**src/rtl/vga_timing_pkg.sv**
```systemverilog
// Shared 640x480@60 raster constants and the 8-bit RGB332 colours used by the pixel logic.
package vga_timing_pkg;

    localparam int unsigned CNT_W = 10;

    localparam int unsigned VGA_H_VISIBLE = 640;
    localparam int unsigned VGA_H_FP      = 16;
    localparam int unsigned VGA_H_SYNC    = 96;
    localparam int unsigned VGA_H_BP      = 48;
    localparam int unsigned VGA_V_VISIBLE = 480;
    localparam int unsigned VGA_V_FP      = 10;
    localparam int unsigned VGA_V_SYNC    = 2;
    localparam int unsigned VGA_V_BP      = 33;

    localparam int unsigned VGA_H_TOTAL = VGA_H_VISIBLE + VGA_H_FP + VGA_H_SYNC + VGA_H_BP;
    localparam int unsigned VGA_V_TOTAL = VGA_V_VISIBLE + VGA_V_FP + VGA_V_SYNC + VGA_V_BP;

    typedef logic [7:0] rgb332_t;

    localparam rgb332_t BLACK       = 8'h00;
    localparam rgb332_t GREY        = 8'h92;
    localparam rgb332_t GREEN       = 8'h1C;
    localparam rgb332_t DARK_GREEN  = 8'h0C;
    localparam rgb332_t YELLOW      = 8'hFC;
    localparam rgb332_t ORANGE      = 8'hF0;
    localparam rgb332_t ZOMBIE_SKIN = 8'h95;

    // True when value lies in the half-open window [lo, lo+len).
    function automatic logic in_window(input logic [CNT_W-1:0] value,
                                       input int unsigned lo,
                                       input int unsigned len);
        return (32'(value) >= lo) && (32'(value) < lo + len);
    endfunction

endpackage

```
**src/rtl/vga_axis_counter.sv**
```systemverilog
// One raster axis: counts 0..TOTAL-1 on each step and flags the step that wraps to 0.
module vga_axis_counter
    import vga_timing_pkg::*;
#(
    parameter int unsigned TOTAL = VGA_H_TOTAL
) (
    input  logic             clk,
    input  logic             reset_n,
    input  logic             step,
    output logic [CNT_W-1:0] count,
    output logic             wrap
);

    logic [CNT_W-1:0] r_count;

    assign wrap  = step && (r_count == CNT_W'(TOTAL - 1));
    assign count = r_count;

    // NOTE: sequential state uses non-blocking assignments so every register samples pre-edge values.
    always_ff @(posedge clk or negedge reset_n) begin
        if (!reset_n) begin
            r_count <= '0;
        end else if (wrap) begin
            r_count <= '0;
        end else if (step) begin
            r_count <= r_count + CNT_W'(1);
        end
    end

endmodule

```
**src/rtl/vga_timing_gen.sv**
```systemverilog
// Raster timing source: pixel divider, H/V counters, registered bright/sync and line/frame strobes.
// Optional VGA_FRAME_COUNT_EN adds a 16-bit wrapping frame counter output.
module vga_timing_gen
    import vga_timing_pkg::*;
#(
    parameter int unsigned CLK_DIV         = 4,
    parameter int unsigned H_VISIBLE       = VGA_H_VISIBLE,
    parameter int unsigned H_FP            = VGA_H_FP,
    parameter int unsigned H_SYNC          = VGA_H_SYNC,
    parameter int unsigned H_BP            = VGA_H_BP,
    parameter int unsigned V_VISIBLE       = VGA_V_VISIBLE,
    parameter int unsigned V_FP            = VGA_V_FP,
    parameter int unsigned V_SYNC          = VGA_V_SYNC,
    parameter int unsigned V_BP            = VGA_V_BP,
    parameter bit          SYNC_ACTIVE_LOW = 1'b1
) (
    input  logic             clk,
    input  logic             reset_n,
    input  logic             enable,
    output logic [CNT_W-1:0] hCount,
    output logic [CNT_W-1:0] vCount,
    output logic             bright,
    output logic             hSync,
    output logic             vSync,
    output logic             pixel_en,
    output logic             line_start,
    output logic             frame_start
`ifdef VGA_FRAME_COUNT_EN
    ,
    output logic [15:0]      frame_count
`endif
);

    localparam int unsigned H_TOTAL = H_VISIBLE + H_FP + H_SYNC + H_BP;
    localparam int unsigned V_TOTAL = V_VISIBLE + V_FP + V_SYNC + V_BP;
    localparam int unsigned DIV_W   = (CLK_DIV > 2) ? $clog2(CLK_DIV) : 1;
    localparam logic        SYNC_IDLE = SYNC_ACTIVE_LOW;

    logic [DIV_W-1:0] r_div_cnt;
    logic             w_pixel_en;
    logic             w_h_wrap;
    logic             w_v_wrap;
    logic [CNT_W-1:0] w_h_count;
    logic [CNT_W-1:0] w_v_count;
    logic [CNT_W-1:0] w_h_next;
    logic [CNT_W-1:0] w_v_next;
    logic             w_visible;
    logic             w_hs_active;
    logic             w_vs_active;
    logic             r_bright;
    logic             r_hsync;
    logic             r_vsync;
    logic             r_line_start;
    logic             r_frame_start;

    assign w_pixel_en = enable && (r_div_cnt == DIV_W'(CLK_DIV - 1));

    always_ff @(posedge clk or negedge reset_n) begin
        if (!reset_n) begin
            r_div_cnt <= '0;
        end else if (enable) begin
            r_div_cnt <= w_pixel_en ? '0 : r_div_cnt + DIV_W'(1);
        end
    end

    vga_axis_counter #(.TOTAL(H_TOTAL)) u_h_counter (
        .clk     (clk),
        .reset_n (reset_n),
        .step    (w_pixel_en),
        .count   (w_h_count),
        .wrap    (w_h_wrap)
    );

    vga_axis_counter #(.TOTAL(V_TOTAL)) u_v_counter (
        .clk     (clk),
        .reset_n (reset_n),
        .step    (w_h_wrap),
        .count   (w_v_count),
        .wrap    (w_v_wrap)
    );

    // Decode from the post-edge counter values so bright/syncs line up with hCount/vCount.
    assign w_h_next    = w_h_wrap ? '0 : (w_pixel_en ? w_h_count + CNT_W'(1) : w_h_count);
    assign w_v_next    = w_v_wrap ? '0 : (w_h_wrap   ? w_v_count + CNT_W'(1) : w_v_count);
    assign w_visible   = in_window(w_h_next, 0, H_VISIBLE) && in_window(w_v_next, 0, V_VISIBLE);
    assign w_hs_active = in_window(w_h_next, H_VISIBLE + H_FP, H_SYNC);
    assign w_vs_active = in_window(w_v_next, V_VISIBLE + V_FP, V_SYNC);

    always_ff @(posedge clk or negedge reset_n) begin
        if (!reset_n) begin
            r_bright      <= 1'b0;
            r_hsync       <= SYNC_IDLE;
            r_vsync       <= SYNC_IDLE;
            r_line_start  <= 1'b0;
            r_frame_start <= 1'b0;
        end else begin
            r_bright      <= enable && w_visible;
            r_hsync       <= (enable && w_hs_active) ^ SYNC_ACTIVE_LOW;
            r_vsync       <= (enable && w_vs_active) ^ SYNC_ACTIVE_LOW;
            r_line_start  <= w_h_wrap;
            r_frame_start <= w_v_wrap;
        end
    end

`ifdef VGA_FRAME_COUNT_EN
    logic [15:0] r_frame_count;

    always_ff @(posedge clk or negedge reset_n) begin
        if (!reset_n) begin
            r_frame_count <= '0;
        end else if (w_v_wrap) begin
            r_frame_count <= r_frame_count + 16'd1;
        end
    end

    assign frame_count = r_frame_count;
`endif

    assign hCount      = w_h_count;
    assign vCount      = w_v_count;
    assign bright      = r_bright;
    assign hSync       = r_hsync;
    assign vSync       = r_vsync;
    assign pixel_en    = w_pixel_en;
    assign line_start  = r_line_start;
    assign frame_start = r_frame_start;

endmodule

```
**config.mk**
```make
export PLATFORM = sky130hd
export DESIGN_NAME = vga_timing_gen
export DESIGN_NICKNAME = d
export VERILOG_FILES = /design/src/rtl/vga_timing_pkg.sv /design/src/rtl/vga_axis_counter.sv /design/src/rtl/vga_timing_gen.sv
export SDC_FILE = /design/constraint.sdc
export NUM_CORES = 1
export LEC_CHECK = 0
export BUFFER_PORTS_ARGS = -buffer_cell sky130_fd_sc_hd__buf_4
export CORE_ASPECT_RATIO = 0.7
export CORE_MARGIN = 1
export CORE_UTILIZATION = 53
export DETAILED_ROUTE_END_ITERATION = 12
export HOLD_SLACK_MARGIN = 0.06
export PLACE_DENSITY_LB_ADDON = 0.08
export SETUP_SLACK_MARGIN = 0.2
export SYNTH_ARGS = -nofsm -noshare
export SYNTH_HDL_FRONTEND = slang
export SYNTH_SLANG_ARGS = --single-unit
```
**constraint.sdc**
```tcl
create_clock -name clk -period 3.6 [get_ports clk]
set_clock_uncertainty 0.1 [all_clocks]
set_input_delay 0.36 -clock clk [delete_from_list [all_inputs] [get_ports clk]]
set_output_delay 0.36 -clock clk [all_outputs]
set_load 0.05 [all_outputs]
```
Word level (Yosys, flattened, before mapping)
Index checks and enable logic that the tools add are counted.
{ "classes": {"reduce_logical": 9, "n_bitwise": 2, "eq_ne": 3, "mul": 0, "n_div": 0, "magnitude_cmp": 6, "mux": 5, "n_shift": 0, "addsub": 3} }
{ "op_table": {"columns": ["op", "n"], "rows": [
  ["2-to-1 mux 10 bit", 4],
  ["adder 10 x 1 -> 10 bit, second input constant", 2],
  ["== test 10 bit, second input constant", 2],
  ["< comparator 10 bit, second input constant", 2],
  ["< comparator 10 x 9 -> 1 bit, second input constant", 2],
  [">= comparator 10 bit, second input constant", 1],
  [">= comparator 10 x 9 -> 1 bit, second input constant", 1],
  ["logical AND 1 bit", 9],
  ["adder 2 x 1 -> 2 bit, second input constant", 1],
  ["== test 2 bit, second input constant", 1],
  ["2-to-1 mux 2 bit", 1],
  ["NOT 1 bit", 2]
]} }
{ "totals": {"input_bits": 3, "ram_bits": 0, "regBits": 27, "latchBits": 0, "mem_count": 0, "romBits": 0, "out_inout_bits": 26} }

Logic depth before layout (Yosys ltp)
Gate-level depths: netlist of run 1.
{ "logic_depth": {"depth_word": 9, "mapped_depth": 10, "mapped_depth_nobuf": 8} }

Modules after synthesis
A second synthesis of run 1 with hierarchy kept.
{ "unflattened": {"hier_cells": 174, "hier_area_um2": 1640.3} }
{ "modules_own_cells": {"columns": ["mod", "area_each_um2", "cells_per_inst", "n_inst", "seq_area_each_um2"], "rows": [
  ["vga_timing_gen", 644.4, 72, 1, 177.7],
  ["vga_axis_counter at u_v_counter", 499.2, 53, 1, 250.2],
  ["vga_axis_counter at u_h_counter", 496.7, 49, 1, 250.2]
]} }

Least setup slack after synthesis of run 1
No wires, ideal clock.
{ "synth_path": {"kind": "reg-to-reg", "from": "register u_v_counter.r_count[1] (netlist: u_v_counter.count[1])", "to": "register r_vsync (netlist: vSync)", "path_buffers": 0, "path_slack_ns": 0.740, "required_ns": 3.406, "arrival_time_ns": 2.666, "path_stages_with_launch": 9, "cell_sequence": "dfrtp_1 -> inv_1 -> ha_1 -> or4b_4 -> or4_4 -> and2_4 -> o21ai_2 -> o31ai_1 -> or4_1"} }
{ "synth_between": {"elab_chain_cells": 7} }
{ "synth_lines": {"columns": ["element", "line", "text"], "rows": [
  ["start: declaration", "vga_axis_counter.sv:14", "logic [CNT_W-1:0] r_count;"],
  ["start signal: assignment", "vga_axis_counter.sv:26", "r_count <= r_count + CNT_W'(1);"],
  ["adder 10 x 1 -> 10 bit / == test 10 bit (equally long branches)", "vga_timing_gen.sv:84, vga_axis_counter.sv:16", null],
  ["2-to-1 mux 10 bit / logical AND 1 bit (equally long branches)", null, null],
  ["2-to-1 mux 10 bit *", "vga_timing_gen.sv:84", "assign w_v_next = w_v_wrap ? '0 : (w_h_wrap ? w_v_count + CNT_W'(1) : w_v_count);"],
  ["via w_v_next[9]", "vga_timing_gen.sv:46", "logic [CNT_W-1:0] w_v_next;"],
  [">= comparator 10 x 9 -> 1 bit / < comparator 10 x 9 -> 1 bit (equally long branches)", "vga_timing_pkg.sv:32", "return (32'(value) >= lo) && (32'(value) < lo + len);"],
  ["logical AND 1 bit *", "vga_timing_pkg.sv:32", null],
  ["logical AND 1 bit *", "vga_timing_gen.sv:99", "r_vsync <= (enable && w_vs_active) ^ SYNC_ACTIVE_LOW;"],
  ["NOT 1 bit (no line) *", null, null],
  ["end signal: assignment", "vga_timing_gen.sv:99", null],
  ["end: declaration", "vga_timing_gen.sv:52", "logic r_vsync;"]
]} }
Mark *: on every way through the listed nets, which the timed path passes. The rest lies on a longest branch.
A chain may end at the register's enable or synchronous reset.

Final worst setup path of run 1
Same ends and word-level chain as after synthesis.

==> results of run 1 <==
-- metrics by stage --
step                hold WS (ps)  utilization  instance area [µm²]  setup slack (ps)  power [mW]
finish                       297        0.676                 1670               826       0.769
global route                 305        0.676                 1670               737       0.811
CTS                          295        0.676                 1670               840       0.780
detailed placement           195        0.654                 1620               855       0.611
global placement             184        0.654                 1620               959       0.601
floorplan                  -35.6            -                 1390               740       0.538
-- power breakdown --
group	internal, mW	switching (mW)
Sequential	0.338	0.0364
Clock	0.0791	0.0863
Combinational	0.0809	0.148
-- registers in the layout, indices dropped and copies added (netlist names) --
signal,flops
u_h_counter.count,10
u_v_counter.count,10
r_div_cnt,2
bright,1
frame_start,1
hSync,1
line_start,1
vSync,1
-- worst paths after layout --
path / startpoint / endpoint / slack (ps) / cells past startpoint
max in group asynchronous: reset_n / vSync / 2670 / 2
worst min-delay path: enable / r_div_cnt[1] / 300 / 2
worst max register to register: u_v_counter.count[1] / vSync / 830 / 8
worst min register to register: r_div_cnt[1] / r_div_cnt[1] / 420 / 1
min in group asynchronous: reset_n / u_h_counter.count[8] / 430 / 2
worst max-delay path: u_v_counter.count[1] / vSync / 830 / 8
-- metal layers --
| metal | vias up | routed length (µm) | track usage |
|---|---|---|---|
| li1 | 550 | - | - |
| met3 | 2 | 183 | 0.0606 |
| met5 | - | 0 | 0 |
| met4 | 0 | 24 | 0.0651 |
| met1 | 558 | 1500 | 0.343 |
| met2 | 48 | 1320 | 0.355 |
-- Yosys cell counts, types with 2 or more instances --
library cell               count  area (µm²)
sky130_fd_sc_hd__nor2_1       10        37.5
sky130_fd_sc_hd__o21ai_0       4        20.0
sky130_fd_sc_hd__xnor2_1       7        61.3
sky130_fd_sc_hd__or4_1         2        15.0
sky130_fd_sc_hd__xor2_1        5        43.8
sky130_fd_sc_hd__clkbuf_1      3        11.3
sky130_fd_sc_hd__o211ai_1      2        15.0
sky130_fd_sc_hd__and4_1        2        17.5
sky130_fd_sc_hd__and3_1        4        25.0
sky130_fd_sc_hd__nand2_1      14        52.6
sky130_fd_sc_hd__nand2b_1      2        12.5
sky130_fd_sc_hd__nand3_1       2        10.0
sky130_fd_sc_hd__inv_1         4        15.0
sky130_fd_sc_hd__and2_1        3        18.8
sky130_fd_sc_hd__a21oi_1       3        15.0
sky130_fd_sc_hd__nand4_1      10        62.6
sky130_fd_sc_hd__dfrtp_1      25         626
sky130_fd_sc_hd__mux2_2        2        22.5
sky130_fd_sc_hd__mux2i_1       2        20.0
sky130_fd_sc_hd__dfstp_2       2        52.6
sky130_fd_sc_hd__ha_1          4        50.1
sky130_fd_sc_hd__nor4_1        4        25.0
-- layout make-up --
| cell class | instances | area (µm²) |
|---|---|---|
| sequential | 27 | 678 |
| inverter | 5 | 18.8 |
| timing repair buffer | 29 | 220 |
| multi-input combinational | 99 | 669 |
| tap | 34 | 42.5 |
| clock buffer | 4 | 45.0 |
| fill | 208 | 803 |
-- logic make-up after synthesis --
logic type / after synthesis
mux: 4
fa+ha+maj: 4
simple gates: 60
flops: 27
xor+xnor: 12
compound gates: 19
buf+inv: 10
-- worst max-delay path, stage by stage, from the launching register on --
cell and delay [ps]:
sky130_fd_sc_hd__dfrtp_1 430, sky130_fd_sc_hd__inv_1 90, sky130_fd_sc_hd__ha_1 150, sky130_fd_sc_hd__or4b_4 470, sky130_fd_sc_hd__or4_4 540, sky130_fd_sc_hd__and2_4 160, sky130_fd_sc_hd__o21ai_2 120, sky130_fd_sc_hd__o31ai_1 100
sky130_fd_sc_hd__or4_1 540
==> results.txt, run 1 <==
The synthesized design contains 27 register bits. After routing, the total negative slack on setup checks comes to 0 ps. The floorplan die area is 2830 µm². For this block, the initial DRC count from the detailed router was 38. Setup repair after global routing left no endpoint under its margin. The placed instance count came out at between 150 and 200. The final routed wirelength across all metal layers came out at 3.03 mm.

The critical path data arrival time is between 2000 and 3000 ps. The remaining design rule violation count is 0. The post-synthesis compound-gate area fraction was 0.0975. The root buffer cell is sky130_fd_sc_hd__clkbuf_8. The post-synth net total is around 140. In this run the vertical extent of the chip is between 40 and 50 µm. Once the clock tree was built, the resizer swapped 0 gates to a different size. In this run the worst path has a maximum fanout of 6. The critical path required time came out at around 3700 ps. Derived from the worst setup path, the maximum achievable clock frequency is 0.360 GHz. For this design the static power due to leakage is a little under 0.8 nW. The count of clock tree sinks came out at 27. The synthesized instance count is approximately 140. TritonCTS built the clock tree. Of the total synthesized cell area, the portion taken by XOR and XNOR cells is 0.0758.

The mean area per synthesized cell is between 10 and 15 µm². Setup violations remaining at the end of the flow were counted as 0. The number of antenna diodes is 0. The count of H-tree levels built during CTS is 1.

The kind of end point of the critical path is a flip-flop. At the later pin of the worst-skew pair, clock insertion delay measures ~270 ps. For this run, the number of Yosys warnings is 0. The flow ran to the end, and the final reports show no timing, DRC or antenna violations. The number of pins with negative max-slew slack in the final report came out at 0.

Dividing total power by cell area gives a power density of about 460 nW/µm². Using the TritonRoute via totals, the vias-per-cell ratio works out to roughly 5.8. The dominant combinational cell family by area after synthesis is simple AND/OR/NAND/NOR gates.

The share of synthesized cell area in full adder, half adder and majority cells came out at 0.0361. The initial antenna violation count came to 0. The hold-fix buffer count after cts came out at 1. The number of top-level pins is 29. STA classifies the critical path startpoint as a flip-flop. The cell area after technology mapping came out at 1390 µm². The commonest non-fill, non-tap cell in the layout is sky130_fd_sc_hd__buf_4. The first global-routing pass estimated 4.87 mm of wire. Of the total synthesized cell area, the portion taken by AND, OR, NAND and NOR gates is 0.243. The floorplan step defined a core boundary enclosing approximately 2500 µm². The tightest min-delay check is of the input port to flip-flop type. At the pin with the least slew margin, the transition time is between 900 and 1000 ps.

The main flop type after synthesis is sky130_fd_sc_hd__dfrtp_1. The number of global-route vias before repair is between 1000 and 1500. The placer's final routability congestion estimate is ~0.9.

The mux cell area share after synthesis is 0.0307. The pin count of the biggest net entering global routing came out at 28. Of the cells placed in the final design, the portion with a size suffix greater than 1 is 0.250. The via count came out at about 1200. The share of the yosys chip area belonging to registers came out at 0.489. The unique cell type count in the Yosys netlist came out at between 40 and 50. The initial core utilization is 0.560. The site row count is 15. The layout overhead on the synthesized area came out at 20.8%. The all-layer global routing usage came out at 0.236. The share of synthesized registers carrying an async set or reset is 1.00. The overall die width is around 63 µm.

The count of flip-flops with a built-in enable after synthesis is 0. The final number of hold-violating endpoints is 0. The share of the cycle needed by the critical path after routing is 0.771. The HPWL after detailed placement is about 2.2 mm. The routed wirelength normalized by instance count came out at ~15 µm. The post-detailed-route count of antenna-violating nets came out at 0. Subtracting the final worst setup slack from the clock period gives between 2000 and 3000 ps. The total clock buffers created by CTS came out at 3. The relative max-transition margin came out at 0.387. Clock-pin slew was measured on the worst setup and hold paths at roughly 90 ps.

The buffers inserted during post-CTS setup optimization came out at 0. Global routing finished with a remaining overflow of 0. The number of buffers between clock root and the deepest sink came out at 2. The critical path is of the flip-flop to flip-flop type. The total number of nets in the final design is around 170.

The final cell count without fillers is 198. The largest voltage drop on the vdd net is between 0.5 and 0.6 mV. Buffers placed on the I/O ports in this run total 28.

The max-capacitance violation count is 0. The number of iterations in the first detailed-routing pass came out at 4. Leaving out fill and tap cells, the most frequent cells in the layout are sky130_fd_sc_hd__buf_4 (28), sky130_fd_sc_hd__dfrtp_1 (25), sky130_fd_sc_hd__nand2_1 (14).
Note: power is estimated with default switching activity, not from simulation.
==> run 2: changes to the inputs <==
Clock period 3.6 ns to 2.9 ns, I/O delays scaled along.
==> results.txt, run 2 (same netlist as run 1, synthesis figures left out) <==
RSZ-0062 raised after global routing: yes (was no). The count of H-tree levels built during CTS is 1 (unchanged). The via count normalized by instance count is 6.03 (was 5.85). The number of antenna diodes is 0 (unchanged).

The post-detailed-route count of antenna-violating nets came out at 0 (unchanged). Result of the run: complete, no violations (unchanged). The floorplan die area is 2830 µm² (unchanged). The total number of nets in the final design is 176 (was 172). Highest-count cells in the layout ignoring fill and taps: sky130_fd_sc_hd__buf_4 (32), sky130_fd_sc_hd__dfrtp_1 (22), sky130_fd_sc_hd__nand2_1 (14) (was sky130_fd_sc_hd__buf_4 (28), sky130_fd_sc_hd__dfrtp_1 (25), sky130_fd_sc_hd__nand2_1 (14)). The summed area of non-filler cells in the final layout is 1750 µm² (was 1670 µm²). The clock period minus final worst setup slack is 2730 ps (was 2770 ps). The global-route wire length before repair is 5.35 mm (was 4.87 mm). The type of the worst setup path is flip-flop to flip-flop (unchanged).

The HPWL after detailed placement was 2.28 mm (was 2.21 mm). The power per unit of standard cell area came out at 561 nW/µm² (was 459 nW/µm²). The final routed wirelength across all metal layers is 3.43 mm (was 3.03 mm). The number of global-route vias before repair is 1051 (was 1008).

The routed wirelength normalized by instance count is 17.0 µm (was 15.3 µm). The final number of hold-violating endpoints came out at 0 (unchanged). The initial core utilization was 0.560 (unchanged).

The accumulated negative setup slack came out at 0 ps (unchanged). The top fanout value on the critical path came out at 6 (unchanged). The count of routing violations after the opening detailed-route iteration is 48 (was 38). The initial antenna violation count is 0 (unchanged). The share of the cycle needed by the critical path after routing came out at 0.942 (was 0.771). The layout overhead on the synthesized area came to 26.0% (was 20.8%).

The kind of end point of the critical path is a flip-flop (unchanged). The critical path data arrival time is 2840 ps (was 2860 ps). The total grt overflow is 0 (unchanged). The site row count came out at 15 (unchanged). The placeable core region is 2480 µm² (unchanged). The number of top-level pins came out at 29 (unchanged). The number of filler instances in the final layout is 198 (was 208). The overall die width came out at 63.1 µm (unchanged). The final cell count without fillers came out at 202 (was 198). The all-layer global routing usage is 0.261 (was 0.236). The final number of setup-violating endpoints is 0 (unchanged). The via count came out at 1219 (was 1158). The remaining design rule violation count came out at 0 (unchanged). The maximum operating frequency is 0.366 GHz (was 0.360 GHz). The power after layout is 0.979 mW (was 0.769 mW). The transition at the pin with the smallest max-transition slack is 482 ps (was 910 ps).

The number of pins with negative max-slew slack in the final report is 0 (unchanged). The insertion delay of the later-clocked pin in the worst-skew pair came to 280 ps (was 270 ps). The critical path launch point type is a flip-flop (unchanged). The static leakage was 0.789 nW (was 0.771 nW). The class of the tightest hold or removal check is input port to flip-flop (unchanged).

The cell area after placement came out at 1630 µm² (was 1620 µm²). The clock input transition at the sequential cells of the worst setup and hold paths is 100 ps (was 90 ps). The floorplan die height is 44.8 µm (unchanged). The count of clock tree sinks is 27 (unchanged). The pin count of the biggest net entering global routing is 28 (unchanged). The number of port buffers is 28 (unchanged).

The largest voltage drop on the vdd net is 0.733 mV (was 0.588 mV). The total clock buffers created by CTS came out at 3 (unchanged). The placed instance count is 194 (was 193). The number of iterations in the first detailed-routing pass is 4 (unchanged).

The share of post-route cells with drive strength above 1 was 0.321 (was 0.250). The root buffer cell was sky130_fd_sc_hd__clkbuf_8 (unchanged). The number of buffers between clock root and the deepest sink came out at 2 (unchanged). The post-placement worst setup slack came out at 233 ps (was 855 ps). The critical path required time came out at 3010 ps (was 3680 ps). The commonest non-fill, non-tap cell in the layout is sky130_fd_sc_hd__buf_4 (unchanged). The placer's final routability congestion estimate came out at 0.903 (was 0.899).

The relative max-transition margin is 0.675 (was 0.387). The TritonCTS clock tree is yes (unchanged). The max-capacitance violation count came to 0 (unchanged). The final setup slack of the worst path is 168 ps (was 826 ps).
==> run 2: cell count changes in the layout (fill, tap and decap cells not counted), moves of 2 or more <==
cell,change
sky130_fd_sc_hd__dfrtp_1,-3
sky130_fd_sc_hd__dfrtp_2,+3
sky130_fd_sc_hd__inv_1,-2
sky130_fd_sc_hd__buf_4,+4
sky130_fd_sc_hd__inv_2,+2
==> run 2: power breakdown <==
group          internal, mW  switching, mW
Combinational         0.104          0.191
Clock                0.0977          0.120
Sequential            0.420         0.0462
==> run 2: final cells by class <==
type	count	area, µm²	share of cell area
clock buffer	3	41.3	0.0236
clock inverter	1	7.51	0.00430
inverter	5	18.8	0.0107
multi-input combinational	99	704	0.403
sequential	27	682	0.390
tap	34	42.5	0.0244
timing repair buffer	33	250	0.143
==> run 2: final timing paths <==
| check | endpoint | cells after the start | from | slack [ps] |
|---|---|---|---|---|
| max | vSync | 8 | u_v_counter.count[1] | 170 |
| min | r_div_cnt[1] | 2 | enable | 240 |
| max reg2reg | vSync | 8 | u_v_counter.count[1] | 170 |
| min reg2reg | r_div_cnt[1] | 1 | r_div_cnt[1] | 420 |
| max in group asynchronous | vSync | 2 | reset_n | 2070 |
| min in group asynchronous | u_h_counter.count[9] | 2 | reset_n | 340 |
==> run 2: critical path, stage by stage (launching register included) <==
cell                      delay [ps]
sky130_fd_sc_hd__dfrtp_2         440
sky130_fd_sc_hd__inv_2            90
sky130_fd_sc_hd__ha_4            130
sky130_fd_sc_hd__or4b_4          450
sky130_fd_sc_hd__or4_4           540
sky130_fd_sc_hd__and2_4          170
sky130_fd_sc_hd__o21ai_4         170
sky130_fd_sc_hd__o31ai_4          90
sky130_fd_sc_hd__or4_1           470
==> run 2: metrics by stage <==
step / util / hold WS (ps)
floorplan: - / -106
global placement: 0.658 / 113
detailed placement: 0.658 / 121
CTS: 0.682 / 232
global route: 0.705 / 236
finish: 0.705 / 238
==> run 2: layer usage <==
metal,share of wire,track usage,wire (µm)
met4,0.022,0.107,76
met1,0.45,0.382,1530
met3,0.083,0.0530,283
met5,0,0,0
met2,0.45,0.383,1540
==> run 2: timing repair <==
action / CTS / global route
setup buffers: 0 / 3
resized for setup: 0 / 7
hold endpoints to repair: 25 / 0
endpoints found under the setup margin: 0 / 1
hold buffers: 1 / 0
==> run 3: changes to the inputs <==
Settings changed: CORE_ASPECT_RATIO 0.7 to 1.75, PLACE_DENSITY set to 0.82, PLACE_DENSITY_LB_ADDON 0.08 to unset, SETUP_SLACK_MARGIN 0.2 to 0.05.
==> results.txt, run 3 (same netlist as run 1, synthesis figures left out) <==
Result of the run: complete, no violations (unchanged). The final routed wirelength across all metal layers is 3.16 mm (was 3.43 mm). The wire length the detailed router placed on met1 was 1.21 mm (was 1.53 mm). The wire length on met3 came out at 117 µm (was 283 µm). The number of port buffers came out at 28 (unchanged).

The floorplan die height is 69.7 µm (was 44.8 µm). The insertion delay of the later-clocked pin in the worst-skew pair came out at 270 ps (was 280 ps). The HPWL after detailed placement is 2.36 mm (was 2.28 mm). The total clock buffers created by CTS came out at 3 (unchanged).

The count of H-tree levels built during CTS came out at 1 (unchanged). The placer's final routability congestion estimate is 0.829 (was 0.903). RSZ-0062 raised after global routing: no (was yes). The maximum operating frequency came out at 0.363 GHz (was 0.366 GHz). The initial antenna violation count is 0 (unchanged). The remaining design rule violation count was 0 (unchanged). The placed instance count is 186 (was 194).

The class of the tightest hold or removal check is input port to flip-flop (unchanged). The post-detailed-route count of antenna-violating nets is 0 (unchanged). The count of routing violations after the opening detailed-route iteration came out at 26 (was 48).

The accumulated negative setup slack came to 0 ps (unchanged). The internal power summed over all cells is 0.620 mW (was 0.622 mW). The sum of met2 wire segment lengths after detailed routing came to 1.73 mm (was 1.54 mm).

The final number of setup-violating endpoints was 0 (unchanged). The number of filler instances in the final layout came out at 193 (was 198). The total grt overflow came to 0 (unchanged). The uppermost layer routed is met4 (unchanged). The share of the cycle needed by the critical path after routing is 0.950 (was 0.942).

The buffers inserted during post-CTS setup optimization was 0 (unchanged). The number of iterations in the first detailed-routing pass is 4 (unchanged). The site row count came out at 24 (was 15). The initial core utilization came out at 0.556 (was 0.560). The routed wirelength normalized by instance count came out at 16.5 µm (was 17.0 µm).

The via count normalized by instance count is 6.23 (was 6.03). Highest-count cells in the layout ignoring fill and taps: sky130_fd_sc_hd__buf_4 (29), sky130_fd_sc_hd__dfrtp_1 (24), sky130_fd_sc_hd__nand2_1 (14) (was sky130_fd_sc_hd__buf_4 (32), sky130_fd_sc_hd__dfrtp_1 (22), sky130_fd_sc_hd__nand2_1 (14)). The transition at the pin with the smallest max-transition slack came out at 483 ps (was 482 ps).

The critical path required time came out at 3000 ps (was 3010 ps). The number of antenna diodes came out at 0 (unchanged). The largest voltage drop on the vdd net came to 0.602 mV (was 0.733 mV). The all-layer global routing usage is 0.250 (was 0.261). The portion of total power attributed to combinational logic was 0.297 (was 0.302). The placeable core region is 2490 µm² (was 2480 µm²). The final setup slack of the worst path was 146 ps (was 168 ps). The root buffer cell is sky130_fd_sc_hd__clkbuf_8 (unchanged).

The critical path data arrival time is 2850 ps (was 2840 ps). The final number of hold-violating endpoints is 0 (unchanged). The total number of nets in the final design is 173 (was 176). The critical path launch point type was a flip-flop (unchanged). The global-route wire length before repair is 4.96 mm (was 5.35 mm).

The clock period minus final worst setup slack came to 2750 ps (was 2730 ps). The number of buffers between clock root and the deepest sink came out at 2 (unchanged). The power dissipated by switching net loads came out at 0.342 mW (was 0.357 mW). The count of clock tree sinks is 27 (unchanged). The share of post-route cells with drive strength above 1 is 0.261 (was 0.321). The number of top-level pins came to 29 (unchanged). The power per unit of standard cell area came out at 575 nW/µm² (was 561 nW/µm²). The layout overhead on the synthesized area is 20.7% (was 26.0%). The post-cts resize count is 0 (unchanged). The final cell count without fillers is 191 (was 202). The overall die width is 40.7 µm (was 63.1 µm). The static leakage came out at 0.776 nW (was 0.789 nW). The number of pins with negative max-slew slack in the final report came out at 0 (unchanged). The via count is 1189 (was 1219). The relative max-transition margin is 0.675 (about the same). The share of power burned in registers is 0.485 (was 0.476). The pin count of the biggest net entering global routing is 28 (unchanged). The TritonCTS clock tree is yes (unchanged). The post-placement worst setup slack came out at 163 ps (was 233 ps). The type of the worst setup path is flip-flop to flip-flop (unchanged). The clock input transition at the sequential cells of the worst setup and hold paths is 90 ps (was 100 ps). The max-capacitance violation count came out at 0 (unchanged). The clock group share of total power was 0.219 (was 0.222). The number of global-route vias before repair is 1153 (was 1051). The floorplan die area came out at 2830 µm² (about the same). The proportion of total power due to net switching was 0.355 (was 0.365). The kind of end point of the critical path was a flip-flop (unchanged). The commonest non-fill, non-tap cell in the layout is sky130_fd_sc_hd__buf_4 (unchanged). The top fanout value on the critical path is 6 (unchanged).
## run 3: power groups by stage
stage          Clock, mW  Sequential [mW]  Combinational (mW)
4_1_cts            0.215            0.467               0.288
3_5_place_dp           0            0.474               0.286
5_1_grt            0.228            0.473               0.307
6_report           0.210            0.466               0.285
2_1_floorplan          0            0.563               0.105
3_3_place_gp           0            0.470               0.276
## run 3: what timing repair did
item | in CTS | in global routing
endpoints found under the hold margin | 25 | 0
setup endpoints to repair | 0 | 0
hold buffers | 1 | 0
## run 3: per-layer routing
| metal | global-route usage | vias up |
|---|---|---|
| li1 | - | 546 |
| met5 | 0 | - |
| met3 | 0.0417 | 13 |
| met2 | 0.420 | 39 |
| met1 | 0.280 | 591 |
| met4 | 0.119 | 0 |
## run 3: stage by stage
stage / power [mW] / hold WS (ps) / instance area, µm² / utilization
floorplan: 0.668 / -106 / 1390 / -
global placement: 0.746 / 113 / 1620 / 0.649
detailed placement: 0.760 / 119 / 1620 / 0.649
CTS: 0.970 / 231 / 1670 / 0.671
global route: 1.01 / 231 / 1670 / 0.671
finish: 0.962 / 232 / 1670 / 0.671
## run 3: worst max-delay path, cell delays in order (launching register included)
cell                      delay, ps
sky130_fd_sc_hd__dfrtp_2        440
sky130_fd_sc_hd__inv_1           80
sky130_fd_sc_hd__ha_1           140
sky130_fd_sc_hd__or4b_4         460
sky130_fd_sc_hd__or4_4          540
sky130_fd_sc_hd__and2_4         170
sky130_fd_sc_hd__o21ai_2        120
sky130_fd_sc_hd__o31ai_1        100
sky130_fd_sc_hd__or4_1          520
## run 3: layout make-up
| type | instances | area [µm²] | area share |
|---|---|---|---|
| inverter | 5 | 18.8 | 0.0112 |
| timing repair buffer | 30 | 228 | 0.136 |
| clock buffer | 4 | 45.0 | 0.0269 |
| tap | 26 | 32.5 | 0.0194 |
| sequential | 27 | 679 | 0.406 |
| multi-input combinational | 99 | 669 | 0.400 |
## run 3: final timing paths
check	start	end	slack, ps	depth (start not counted)
max	u_v_counter.count[1]	vSync	150	8
min	enable	r_div_cnt[1]	230	2
max reg2reg	u_v_counter.count[1]	vSync	150	8
min reg2reg	u_h_counter.count[2]	u_h_counter.count[2]	420	1
max in group asynchronous	reset_n	hSync	2040	2
min in group asynchronous	reset_n	bright	360	2
